==> src/rtl/mux8_scan.sv <==
// mux8_scan: sequential 8-to-1 multiplexer feeding a downstream 8-way demultiplexer.
//
// One of eight parallel bits is placed on a serial line (q). The 3-bit select address is
// driven out so the demultiplexer can route that bit back to the matching output. The
// address advances either automatically, once every TICK_DIV cycles (SCAN), or manually,
// once per rising edge of a debounced pushbutton (IDLE).
//
// Parameters:
//   TICK_DIV  clock cycles per automatic address step (>= 2)
//   CNT_W     prescaler width, derived from TICK_DIV
//
// Ports:
//   clk    in   system clock, all state on the rising edge
//   rst    in   synchronous active-high reset
//   din    in   [7:0] parallel source bits; din[i] is sent while addr == i
//   run    in   1 = automatic scanning, 0 = manual / idle
//   step   in   manual advance, synchronous and debounced, rising-edge sensitive
//   addr   out  [2:0] current select address (addr[2] = a2 ... addr[0] = a0)
//   q      out  selected bit, shadow[addr]
//   frame  out  one-cycle pulse in the first cycle addr == 0 after a 7 -> 0 wrap
//   busy   out  high while scanning automatically
module mux8_scan #(
  parameter int unsigned TICK_DIV = 50_000_000,
  parameter int unsigned CNT_W    = $clog2(TICK_DIV)
) (
  input  logic       clk,
  input  logic       rst,
  input  logic [7:0] din,
  input  logic       run,
  input  logic       step,
  output logic [2:0] addr,
  output logic       q,
  output logic       frame,
  output logic       busy
);

  typedef enum logic [0:0] {
    StIdle,
    StScan
  } state_e;

  localparam logic [CNT_W-1:0] CntMax  = CNT_W'(TICK_DIV - 1);
  localparam logic [2:0]       AddrMax = 3'd7;

  state_e           state_q, state_d;
  logic [2:0]       addr_q, addr_d;
  logic [CNT_W-1:0] cnt_q, cnt_d;
  logic [7:0]       shadow_q, shadow_d;
  logic             step_prev_q;
  logic             frame_q, frame_d;

  logic step_rise;
  logic advance;

  assign step_rise = step & ~step_prev_q;

  // Next-state logic. "advance" is raised by whichever mode owns the address this cycle;
  // the address increment and the frame/shadow wrap handling are shared below.
  always_comb begin
    state_d  = state_q;
    addr_d   = addr_q;
    cnt_d    = cnt_q;
    shadow_d = shadow_q;
    frame_d  = 1'b0;
    advance  = 1'b0;

    case (state_q)
      StIdle: begin
        // Transparent: live switches are visible on q while idle.
        shadow_d = din;
        cnt_d    = '0;
        if (run) begin
          // Entering SCAN never advances, even with a coincident step edge.
          state_d = StScan;
        end else if (step_rise) begin
          advance = 1'b1;
        end
      end

      StScan: begin
        if (!run) begin
          // Leaving SCAN wins over a tick landing in the same cycle.
          state_d = StIdle;
          cnt_d   = '0;
        end else if (cnt_q == CntMax) begin
          cnt_d   = '0;
          advance = 1'b1;
        end else begin
          cnt_d = cnt_q + CNT_W'(1);
        end
      end

      default: begin
        state_d = StIdle;
        cnt_d   = '0;
      end
    endcase

    if (advance) begin
      addr_d = addr_q + 3'd1;
      if (addr_q == AddrMax) begin
        // Latch a fresh frame only at the wrap so all eight bits sent in SCAN are coherent.
        shadow_d = din;
        frame_d  = 1'b1;
      end
    end
  end

  always_ff @(posedge clk) begin
    if (rst) begin
      state_q     <= StIdle;
      addr_q      <= '0;
      cnt_q       <= '0;
      shadow_q    <= '0;
      step_prev_q <= 1'b0;
      frame_q     <= 1'b0;
    end else begin
      state_q     <= state_d;
      addr_q      <= addr_d;
      cnt_q       <= cnt_d;
      shadow_q    <= shadow_d;
      step_prev_q <= step;
      frame_q     <= frame_d;
    end
  end

  assign addr  = addr_q;
  assign q     = shadow_q[addr_q];
  assign frame = frame_q;
  assign busy  = (state_q == StScan);

endmodule

==> config.mk <==
export PLATFORM = sky130hd
export DESIGN_NAME = mux8_scan
export DESIGN_NICKNAME = d
export VERILOG_FILES = /design/src/rtl/mux8_scan.sv
export SDC_FILE = /design/constraint.sdc
export NUM_CORES = 1
export LEC_CHECK = 0
export BUFFER_PORTS_ARGS = -buffer_cell sky130_fd_sc_hd__buf_4
export CAP_MARGIN = 15
export CORE_AREA = 2 2 83 85
export DETAILED_ROUTE_END_ITERATION = 8
export DIE_AREA = 0 0 85 87
export PLACE_DENSITY_LB_ADDON = 0.1
export REMOVE_ABC_BUFFERS = 1
export SYNTH_ARGS = -nofsm -noshare
export SYNTH_HDL_FRONTEND = slang
export SYNTH_SLANG_ARGS = --single-unit
==> constraint.sdc <==
create_clock -name clk -period 4 [get_ports clk]
set_input_delay 0.6 -clock clk [delete_from_list [all_inputs] [get_ports clk]]
set_output_delay 0.6 -clock clk [all_outputs]
set_load 0.05 [all_outputs]
==> results of run 1 <==
-- Yosys cell counts (2+ instances only) --
cell type  instances
dfxtp_1           40
nand3_1           33
and3_1             7
inv_1              4
nor2b_1            5
nand2b_1           4
clkbuf_1           3
mux4_2             2
o211ai_1           8
a22oi_1            7
nor4_1             2
xnor2_1            5
nor4b_2            2
mux2i_1            2
nor4_2             2
nand2_1            6
nand4_1            7
nor2_1            33
xor2_1            19
ha_1               3
nor3_1             4
buf_2              4
-- area by class of cell --
class                   count  area (sq um)  area share (%)
well taps                  80           100            4.48
multi-input cells         161          1050            47.1
repair buffers             18           135            6.05
flip-flops and latches     40           801            35.9
inverters                   5          18.8           0.841
clock buffers               7          96.3            4.32
clock inverters             1          30.0            1.35
-- cell families after synthesis --
group           Yosys count  synth area share (%)
mux                       5                  4.01
simple gates            111                  31.1
compound gates           18                  7.10
buf+inv                  12                  2.63
xor+xnor                 24                  11.1
flops                    40                  42.1
fa+ha+maj                 3                  1.97
-- state kept, by name, summed over array words and instances (netlist names) --
register	flops
cnt_q	26
step_prev_q	1
addr	3
shadow_q	8
busy	1
frame	1
-- stage by stage --
step	instances	setup WS, ns
2_1_floorplan	206	1.72
3_3_place_gp	304	1.72
3_5_place_dp	304	1.67
4_1_cts	312	1.58
5_1_grt	312	1.42
6_report	312	1.63
-- power breakdown --
part	switching [mW]	internal [mW]	leakage, nW
combinational	0.0276	0.0239	0.376
clock	0.139	0.220	0.0645
sequential	0.00765	0.406	0.325
total	0.175	0.650	0.765
-- worst paths after layout --
| kind | start | to | slack (ns) | cells past startpoint |
|---|---|---|---|---|
| worst max-delay path | addr[0] | q | 1.63 | 3 |
| worst max register to register | cnt_q[0] | addr[1] | 1.73 | 5 |
| worst min-delay path | cnt_q[0] | cnt_q[0] | 0.49 | 1 |
| worst min register to register | cnt_q[0] | cnt_q[0] | 0.49 | 1 |
-- routing by layer --
layer | vias up | routed length [um] | global-route usage (%)
li1 | 791 | - | -
met1 | 709 | 2210 | 17.8
met2 | 18 | 1950 | 18.0
met3 | 2 | 132 | 3.32
met4 | 0 | 32 | 4.33
met5 | - | 0 | 0
==> qor.yml, run 1 <==
coreArea_sq_um: 6570
yosys.cell_types.count: 33
fin_crit_sh_pct: 59.3
final_cell_mix: "dfxtp_1, nand3_1, nor2_1, xor2_1, buf_4"
startpoint_type: "flip-flop"
place_area_sq_um: 2110
crit_arrival_ns: 1.77
yosys_warnings: 0
post_cts_resized: 0
cp-end-kind: "output port"
crit_slowest_cell: "mux4_2"
synth-main-ff-cell: "dfxtp_1"
critPathKind: "reg2out"
tightestPinTransition_ns: 0.985
crit_chain: "mux4_2 > mux2_2 > buf_4"
clock_skew_ns: 0.00959
ys_seq_elements: 40
finalSetupViolCount: 0
path_max_fanout: 6
routed_via_density: 4.87
hold_viol: 0
maxCapViolCount: 0
n_antenna_cell: 0
die_h_um: 87
clock_sinks: 40
yosys.area.top_type: "dfxtp_1"
syn-cell-area_sq_um: 1900
grt_pass1_vias: 1468
clk_latency_ns: 0.29
rsz0062_at_grt: "false"
synth_top_area_share_pct: 42.1
postCtsSetupRepairBufs: 0
cpPeakStageDelay_ns: 0.54
relSlewSlack_pct: 33.8
fin_nets: 246
first_pass_iters: 4
synthesis.instances: 213
ys_seq_area_share_pct: 42.1
worstPathRequired_ns: 3.40
clk_pin_slew_ns: 0.08
tritoncts: "built"
syn_to_final_growth_pct: 17.4
total_power_uw: 825
crit_family: "multiplexers"
p_per_area_nw_per_um2: 370
gp_congestion: 0.793
initial_core_util_pct: 29.0
holdWs_ns: 0.490
io_buffers: 17
outcome: "complete, no violations"
dieArea_sq_um: 7400
finalSetupTns_ns: 0
cts.htree.levels: 2
hold_class: "reg2reg"
finish.utilization_pct: 34.0
cts_root_buf: "clkbuf_8"
grt-ovfl-total: 0
leakagePower_nw: 0.765
final_layout_size_suffix_gt1_share_pct: 15.1
ir_worst_vdd_mv: 0.158
drtIter0Drc: 74
cts_hold_buf: 0
crit_buf_inv: 1
grt_max_degree: 18
die_w_um: 85
async_flop_share_pct: 0
vias: 1520
grt_pass1_wl_um: 7270
drt_wl_total_um: 4330
global_route.usage.total_pct: 12.5
synth_area_per_cell_sq_um: 8.93
antenna_found_initial: 0
fin_crit_ns: 2.37
fmax_ghz: 0.422
antenna_left: 0
fillers: 688
synth_area_leaders: "dfxtp_1, xor2_1, nand3_1"
final_area_sq_um: 2230
drcViolationCount: 0
cts_buffer_depth: 2
hpwl_um: 3120
ios: 18
slew_viol_final: 0
post_drt_wl_per_cell_um: 13.9
rows: 30
synth_edf_count: 0
cts_buffers: 5
layout_commonest_cell: "dfxtp_1"
(Power assumes the default switching activity.)
==> run 2, diff against run 1 <==
--- a/config.mk
+++ b/config.mk
@@ -5,11 +5,12 @@
 export SDC_FILE = /design/constraint.sdc
 export NUM_CORES = 1
 export LEC_CHECK = 0
+export ABC_AREA = 1
 export BUFFER_PORTS_ARGS = -buffer_cell sky130_fd_sc_hd__buf_4
 export CAP_MARGIN = 15
-export CORE_AREA = 2 2 83 85
+export CORE_AREA = 2 2 90 92
 export DETAILED_ROUTE_END_ITERATION = 8
-export DIE_AREA = 0 0 85 87
+export DIE_AREA = 0 0 92 94
 export PLACE_DENSITY_LB_ADDON = 0.1
 export REMOVE_ABC_BUFFERS = 1
 export SYNTH_ARGS = -nofsm -noshare
==> constraint.sdc (replaced) <==
create_clock -name clk -period 2.3 [get_ports clk]
set_input_delay 0.345 -clock clk [delete_from_list [all_inputs] [get_ports clk]]
set_output_delay 0.345 -clock clk [all_outputs]
set_load 0.05 [all_outputs]
==> run 2 against run 1 <==
Via count up 35%. Sequential power rose by 74%. Non-clock buffer count is 2 higher. Critical path type unchanged. Critical endpoint unchanged. Highest routed layer unchanged.
==> qor.yml, run 2 <==
synth_area_per_cell_sq_um: 6.68  # -25%
ios: 18  # unchanged
synth-xor-area-share_pct: 3.89  # -7.2 points
startpoint_type: "flip-flop"
clk_pin_slew_ns: 0.09  # about the same
postCtsSetupRepairBufs: 0  # unchanged
critPathKind: "reg2out"
synth.most_common_cell: "nand2_1"
gp_congestion: 0.802  # +1.2%
drtIter0Drc: 72  # -2.7%
synth_simple_gate_area_share_pct: 36.9  # +5.8 points
place_inst: 448  # +47%
post_drt_wl_per_cell_um: 11.5  # -17%
largest_register_ffs: 26  # unchanged
syn_to_final_growth_pct: 13.9
cp-end-kind: "output port"
routed_via_density: 4.48  # -7.9%
synth_top_family_by_area: "simple AND/OR/NAND/NOR gates"
hold_viol: 0  # unchanged
first_pass_iters: 4  # unchanged
vias: 2045  # +35%
synth_area_leaders: "dfxtp_1, nand2_1, nor2_1"
synth_edf_count: 0  # unchanged
cts_hold_buf: 0  # unchanged
post_cts_resized: 0  # unchanged
clock_skew_ns: 0.0130  # +0.00342 ns
cts_buffers: 5  # unchanged
grt_pass1_wl_um: 9220  # +27%
grt_pass1_vias: 2042  # +39%
ys_seq_elements: 40  # unchanged
fin_crit_ns: 1.92
synth_top_area_share_pct: 35.6  # -6.5 points
antenna_found_initial: 0  # unchanged
drt_wl_total_um: 5230  # +21%
synthAdderAreaFrac_pct: 1.67  # -0.31 points
ys_seq_area_share_pct: 35.6  # -6.5 points
syn-cell-area_sq_um: 2250  # +18%
slew_viol_final: 0  # unchanged
die_h_um: 94  # +8.0%
p_per_area_nw_per_um2: 561  # +52%
rows: 32  # +6.7%
cts.htree.levels: 2  # unchanged
worstPathRequired_ns: 1.96  # -1.44 ns
global_route.usage.total_pct: 13.5  # +1.0 points
final_layout_size_suffix_gt1_share_pct: 11.9  # -3.2 points
final_cell_mix: "nand2_1, nor2_1, inv_1, dfxtp_1, a21oi_1"
yosys.cell_types.count: 29  # -12%
layout_commonest_cell: "nand2_1"
yosys-mux-area-fraction_pct: 1.78  # -2.2 points
grt-ovfl-total: 0  # unchanged
synthesis.instances: 337  # +58%
fmax_ghz: 0.520
cts_root_buf: "clkbuf_8"
synth-compound-area-share_pct: 10.2  # +3.1 points
antenna_left: 0  # unchanged
cts_buffer_depth: 2  # unchanged
fin_nets: 368  # +50%
total_power_mw: 1.44  # +75%
leakagePower_nw: 1.01  # +32%
io_buffers: 17  # unchanged
crit_arrival_ns: 1.58  # -0.19 ns
grt_max_degree: 27  # +9
fin_crit_sh_pct: 83.7
regMostFlops: "cnt_q"
yosys_warnings: 0  # unchanged
dieArea_sq_um: 8650  # +17%
rsz0062_at_grt: "false"
n_antenna_cell: 0  # unchanged
synthTopCellsByCount: "nand2_1, nor2_1, dfxtp_1, inv_1, a21oi_1"
fin_cells: 456  # +46%
path_max_fanout: 7  # +1
die_w_um: 92  # +8.2%
finalSetupTns_ns: 0  # unchanged
hold_class: "in2reg"
drcViolationCount: 0  # unchanged
initial_core_util_pct: 29.6  # +0.65 points
yosys.area.top_type: "dfxtp_1"
synth-main-ff-cell: "dfxtp_1"
tritoncts: "built"
ir_worst_vdd_mv: 0.177  # +12%
coreArea_sq_um: 7610  # +16%
tightestPinTransition_ns: 0.522  # -0.463 ns
outcome: "complete, no violations"
finish.utilization_pct: 33.7  # -0.25 points
clk_latency_ns: 0.30  # about the same
relSlewSlack_pct: 65.2  # +31 points
maxCapViolCount: 0  # unchanged
hpwl_um: 3800  # +22%
async_flop_share_pct: 0  # unchanged
clock_sinks: 40  # unchanged
finalSetupViolCount: 0  # unchanged
fillers: 864  # +26%
==> run 2: changes by cell type after synthesis, sizes merged, moves of 9 or more <==
| cell | delta |
|---|---|
| a21oi | +24 |
| o211ai | -9 |
| xor2 | -11 |
| inv | +37 |
| nand2 | +73 |
| nor2 | +30 |
| o21ai | +17 |
==> run 2: critical path, stage by stage, from the launching register on <==
cell and delay, ns:
dfxtp_1 0.44, inv_1 0.14, a21oi_1 0.13, o21ai_0 0.11
nand2_1 0.08, nor2_1 0.04, a31oi_1 0.13, buf_4 0.22
==> run 2: logic make-up (layout without fill, tap and decap cells) <==
group | Yosys count | in the layout
multiplexers | 4 | 4
flip-flops | 40 | 40
AND/OR/NAND/NOR | 183 | 183
AO/OA/AOI/OAI | 45 | 45
adder cells (fa/ha/maj) | 3 | 3
XOR/XNOR | 10 | 10
buffers and inverters | 52 | 69
==> run 2: metal layers <==
layer / track usage (%) / vias to the layer above / share of wire [%]
met3: 2.57 / 6 / 3.4
met5: 0 / - / 0
li1: - / 1094 / -
met2: 24.0 / 27 / 46
met1: 16.0 / 918 / 48
met4: 5.60 / 0 / 2.1
==> run 2: through the flow <==
stage | area, sq um | setup WS, ns | hold slack (ns)
2_1_floorplan | 2180 | -0.0481 | 0.417
3_3_place_gp | 2460 | 0.642 | 0.434
3_5_place_dp | 2460 | 0.636 | 0.440
4_1_cts | 2570 | 0.349 | 0.209
5_1_grt | 2570 | 0.245 | 0.219
6_report | 2570 | 0.375 | 0.219
==> run 2: worst paths after layout <==
| check | cells after the start | startpoint | slack, ns | to |
|---|---|---|---|---|
| worst max register to register | 8 | cnt_q[0] | 0.63 | shadow_q[0] |
| worst min-delay path | 2 | rst | 0.22 | step_prev_q |
| worst max-delay path | 7 | addr[0] | 0.38 | q |
| worst min register to register | 1 | cnt_q[0] | 0.45 | cnt_q[0] |
==> run 2: cell type report <==
type / instances / area [sq um] / share of cell area [%]
multi-input combinational: 245 / 1230 / 47.8
inverter: 41 / 154 / 6.00
clock inverter: 2 / 35.0 / 1.37
tap: 102 / 128 / 4.97
sequential: 40 / 801 / 31.2
timing repair buffer: 20 / 150 / 5.85
clock buffer: 6 / 72.6 / 2.83
==> run 2: power by group <==
group / internal [mW] / switching, mW
sequential: 0.710 / 0.0101
clock: 0.322 / 0.255
combinational: 0.0557 / 0.0881
total: 1.09 / 0.353
==> run 3, diff against run 2 <==
==> constraint.sdc (replaced) <==
create_clock -name clk -period 1.6 [get_ports clk]
set_input_delay 0.24 -clock clk [delete_from_list [all_inputs] [get_ports clk]]
set_output_delay 0.24 -clock clk [all_outputs]
set_load 0.05 [all_outputs]
==> run 3 against run 2 <==
The run now ends with negative setup slack left. Core utilization grew 4.3 points. Clock skew is 0.0056 ns lower. Global-route usage decreased by 0.12 points. Count of clock-buffer cells in the layout down 1. Flip-flop and latch count unchanged. Register-to-register slack worse by 0.60 ns. Routed wire length up 13%. Sequential power rose by 44%. Die area unchanged. First-iteration DRC count is 5.6% lower. Via count rose by 3.6%. Critical path type unchanged. Largest cell class unchanged. Largest power group unchanged.
==> qor.yml, run 3 (synthesized netlist as in run 2, its figures left out) <==
n_antenna_cell: 0  # unchanged
grt_max_degree: 27  # unchanged
grt_pass1_vias: 1915  # -6.2%
grt-ovfl-total: 0  # unchanged
die_w_um: 92  # unchanged
grt_pass1_wl_um: 9140  # -0.82%
coreArea_sq_um: 7610  # unchanged
hold_viol: 0  # unchanged
leakagePower_nw: 1.15  # +14%
crit_chain: "buf_6 > a21oi_2 > o21ai_1 > nand2_1 > nor2_1 > a31oi_1 > buf_4"
top_usage_layer: "met2"
fin_crit_sh_pct: 104
hold_depth: 2  # unchanged
violations: "negative setup slack"
cts_buffer_depth: 2  # unchanged
post_drt_wl_per_cell_um: 12.4  # +8.5%
cts_root_buf: "clkbuf_8"
final_cell_mix: "nand2_1, nor2_1, inv_1, dfxtp_1, buf_4"
clk_pin_slew_ns: 0.08  # about the same
finalSetupViolCount: 1  # +1
reg2reg_depth: 9  # +1
finalSetupTns_ns: -0.0569  # -0.0569 ns
clock_sinks: 40  # unchanged
tightestPinTransition_ns: 0.429  # -0.0934 ns
fin_nets: 390  # +6.0%
holdWs_ns: 0.114  # -0.105 ns
reg2reg_from: "cnt_q[0]"
vias: 2118  # +3.6%
routed_via_density: 4.46  # -0.57%
hpwl_um: 3980  # +4.8%
rsz0062_at_grt: "true"
crit_slowest_cell: "dfxtp_2"
regMostFlops: "cnt_q"
fin_crit_ns: 1.66
drt_wl_total_um: 5910  # +13%
die_h_um: 94  # unchanged
clkPwrFrac_pct: 32.5  # -7.5 points
power_switching_uw: 494  # +40%
crit_family: "buffers and inverters"
slew_viol_final: 0  # unchanged
drtIter0Drc: 68  # -5.6%
p_seq_share_pct: 54.7  # +4.7 points
gr-usage-met1_pct: 16.9  # +0.94 points
rows: 32  # unchanged
largest_register_ffs: 26  # unchanged
initial_core_util_pct: 29.6  # unchanged
met3_usage_pct: 2.89  # +0.32 points
first_pass_iters: 4  # unchanged
antenna_left: 0  # unchanged
relSlewSlack_pct: 71.4  # +6.2 points
intPower_mw: 1.40  # +29%
dieArea_sq_um: 8650  # unchanged
p_per_area_nw_per_um2: 654  # +17%
cpPeakStageDelay_ns: 0.34  # -0.10 ns
syn_to_final_growth_pct: 28.5
io_buffers: 17  # unchanged
cts_buffers: 5  # unchanged
drcViolationCount: 0  # unchanged
gp_congestion: 0.808  # +0.77%
final_layout_size_suffix_gt1_share_pct: 23.3  # +11 points
cts.htree.levels: 2  # unchanged
crit_buf_inv: 2  # unchanged
worstPathRequired_ns: 1.36  # -0.60 ns
outcome: "finished, violations left"
antenna_found_initial: 0  # unchanged
fmax_ghz: 0.604
switching_share_pct: 26.1  # +1.6 points
clk_latency_ns: 0.29  # about the same
hold_class: "in2reg"
r2r_end: "shadow_q[3]"
ios: 18  # unchanged
ir_worst_vdd_mv: 0.246  # +39%
startpoint_type: "flip-flop"
cts_hold_buf: 0  # unchanged
power_frac_comb_pct: 12.8  # +2.8 points
layout_commonest_cell: "nand2_1"
grt_use_met2_pct: 23.0  # -0.92 points
maxCapViolCount: 0  # unchanged
global_route.usage.total_pct: 13.4  # -0.12 points
reg2reg_slack_ns: 0.03  # -0.60 ns
tritoncts: "built"
fin_ws_ns: -0.0569  # -0.432 ns
worstHoldStart: "rst"
crit_arrival_ns: 1.42  # -0.16 ns
clock_skew_ns: 0.00739  # -0.00562 ns
cp-end-kind: "output port"
whs_endpoint: "step_prev_q"
path_max_fanout: 5  # -2
critPathKind: "reg2out"
## run 3: cell count changes in the layout (fill, tap and decap cells not counted), moves of 5 or more
cell     before  now
dfxtp_1      40   35
a21oi_1      25   17
a21oi_2       0    8
buf_4        20   33
nand3_2       4    9
nand3_1      20   14
## run 3: worst max-delay path by stage
stage               startpoint           to  slack, ns  cells past startpoint
floorplan              addr[0]            q      -0.64                      6
global placement      cnt_q[0]    cnt_q[18]      0.007                      8
detailed placement    cnt_q[0]  shadow_q[6]       0.01                      8
CTS                    addr[0]            q      -0.07                      7
global route           addr[0]            q      -0.12                      7
finish                 addr[0]            q      -0.06                      7
## run 3: area by class of cell
| class | count | area [sq um] |
|---|---|---|
| fillers | 826 | 4710 |
| multi-input cells | 248 | 1380 |
| flip-flops and latches | 40 | 810 |
| repair buffers | 39 | 355 |
| inverters | 41 | 154 |
| well taps | 102 | 128 |
| clock buffers | 5 | 68.8 |
## run 3: power by group through the flow
stage	registers, mW	clock network, mW	logic (mW)
floorplan	1.08	0	0.116
global placement	1.06	0	0.216
detailed placement	1.06	0	0.216
CTS	1.03	0.647	0.220
global route	1.04	0.697	0.267
finish	1.04	0.615	0.242
## run 3: worst register-to-register path, cell delays in order (launching register included)
cell and delay (ns):
dfxtp_2 0.36, ha_4 0.15, nand2_4 0.07, nor2_8 0.13, nand2_2 0.07, nor2_4 0.20
buf_12 0.15, nand3_4 0.13, a21oi_1 0.17, nor2_1 0.05
## run 3: layer usage
layer / vias up / part of all wire, %
met4: 0 / 1.1
met3: 6 / 3.4
met5: - / 0
li1: 1141 / -
met1: 941 / 46
met2: 30 / 49
## run 3: per-stage QoR
stage | area (sq um) | std cells | setup WS [ns] | power, mW | utilization, %
3_3_place_gp | 2570 | 461 | 0.00691 | 1.27 | 33.8
5_1_grt | 2890 | 475 | -0.116 | 2.00 | 38.0
6_report | 2890 | 475 | -0.0569 | 1.89 | 38.0
3_5_place_dp | 2570 | 461 | 0.0126 | 1.27 | 33.8
2_1_floorplan | 2180 | 326 | -0.643 | 1.19 | -
4_1_cts | 2650 | 466 | -0.0707 | 1.90 | 34.8
## run 3: repair_timing
action	4_1_cts	5_1_grt
pin swaps	1	4
cloned	0	4
setup endpoints to repair	1	16
buffers inserted	0	5
resized for setup	8	30
endpoints found under the hold margin	0	0
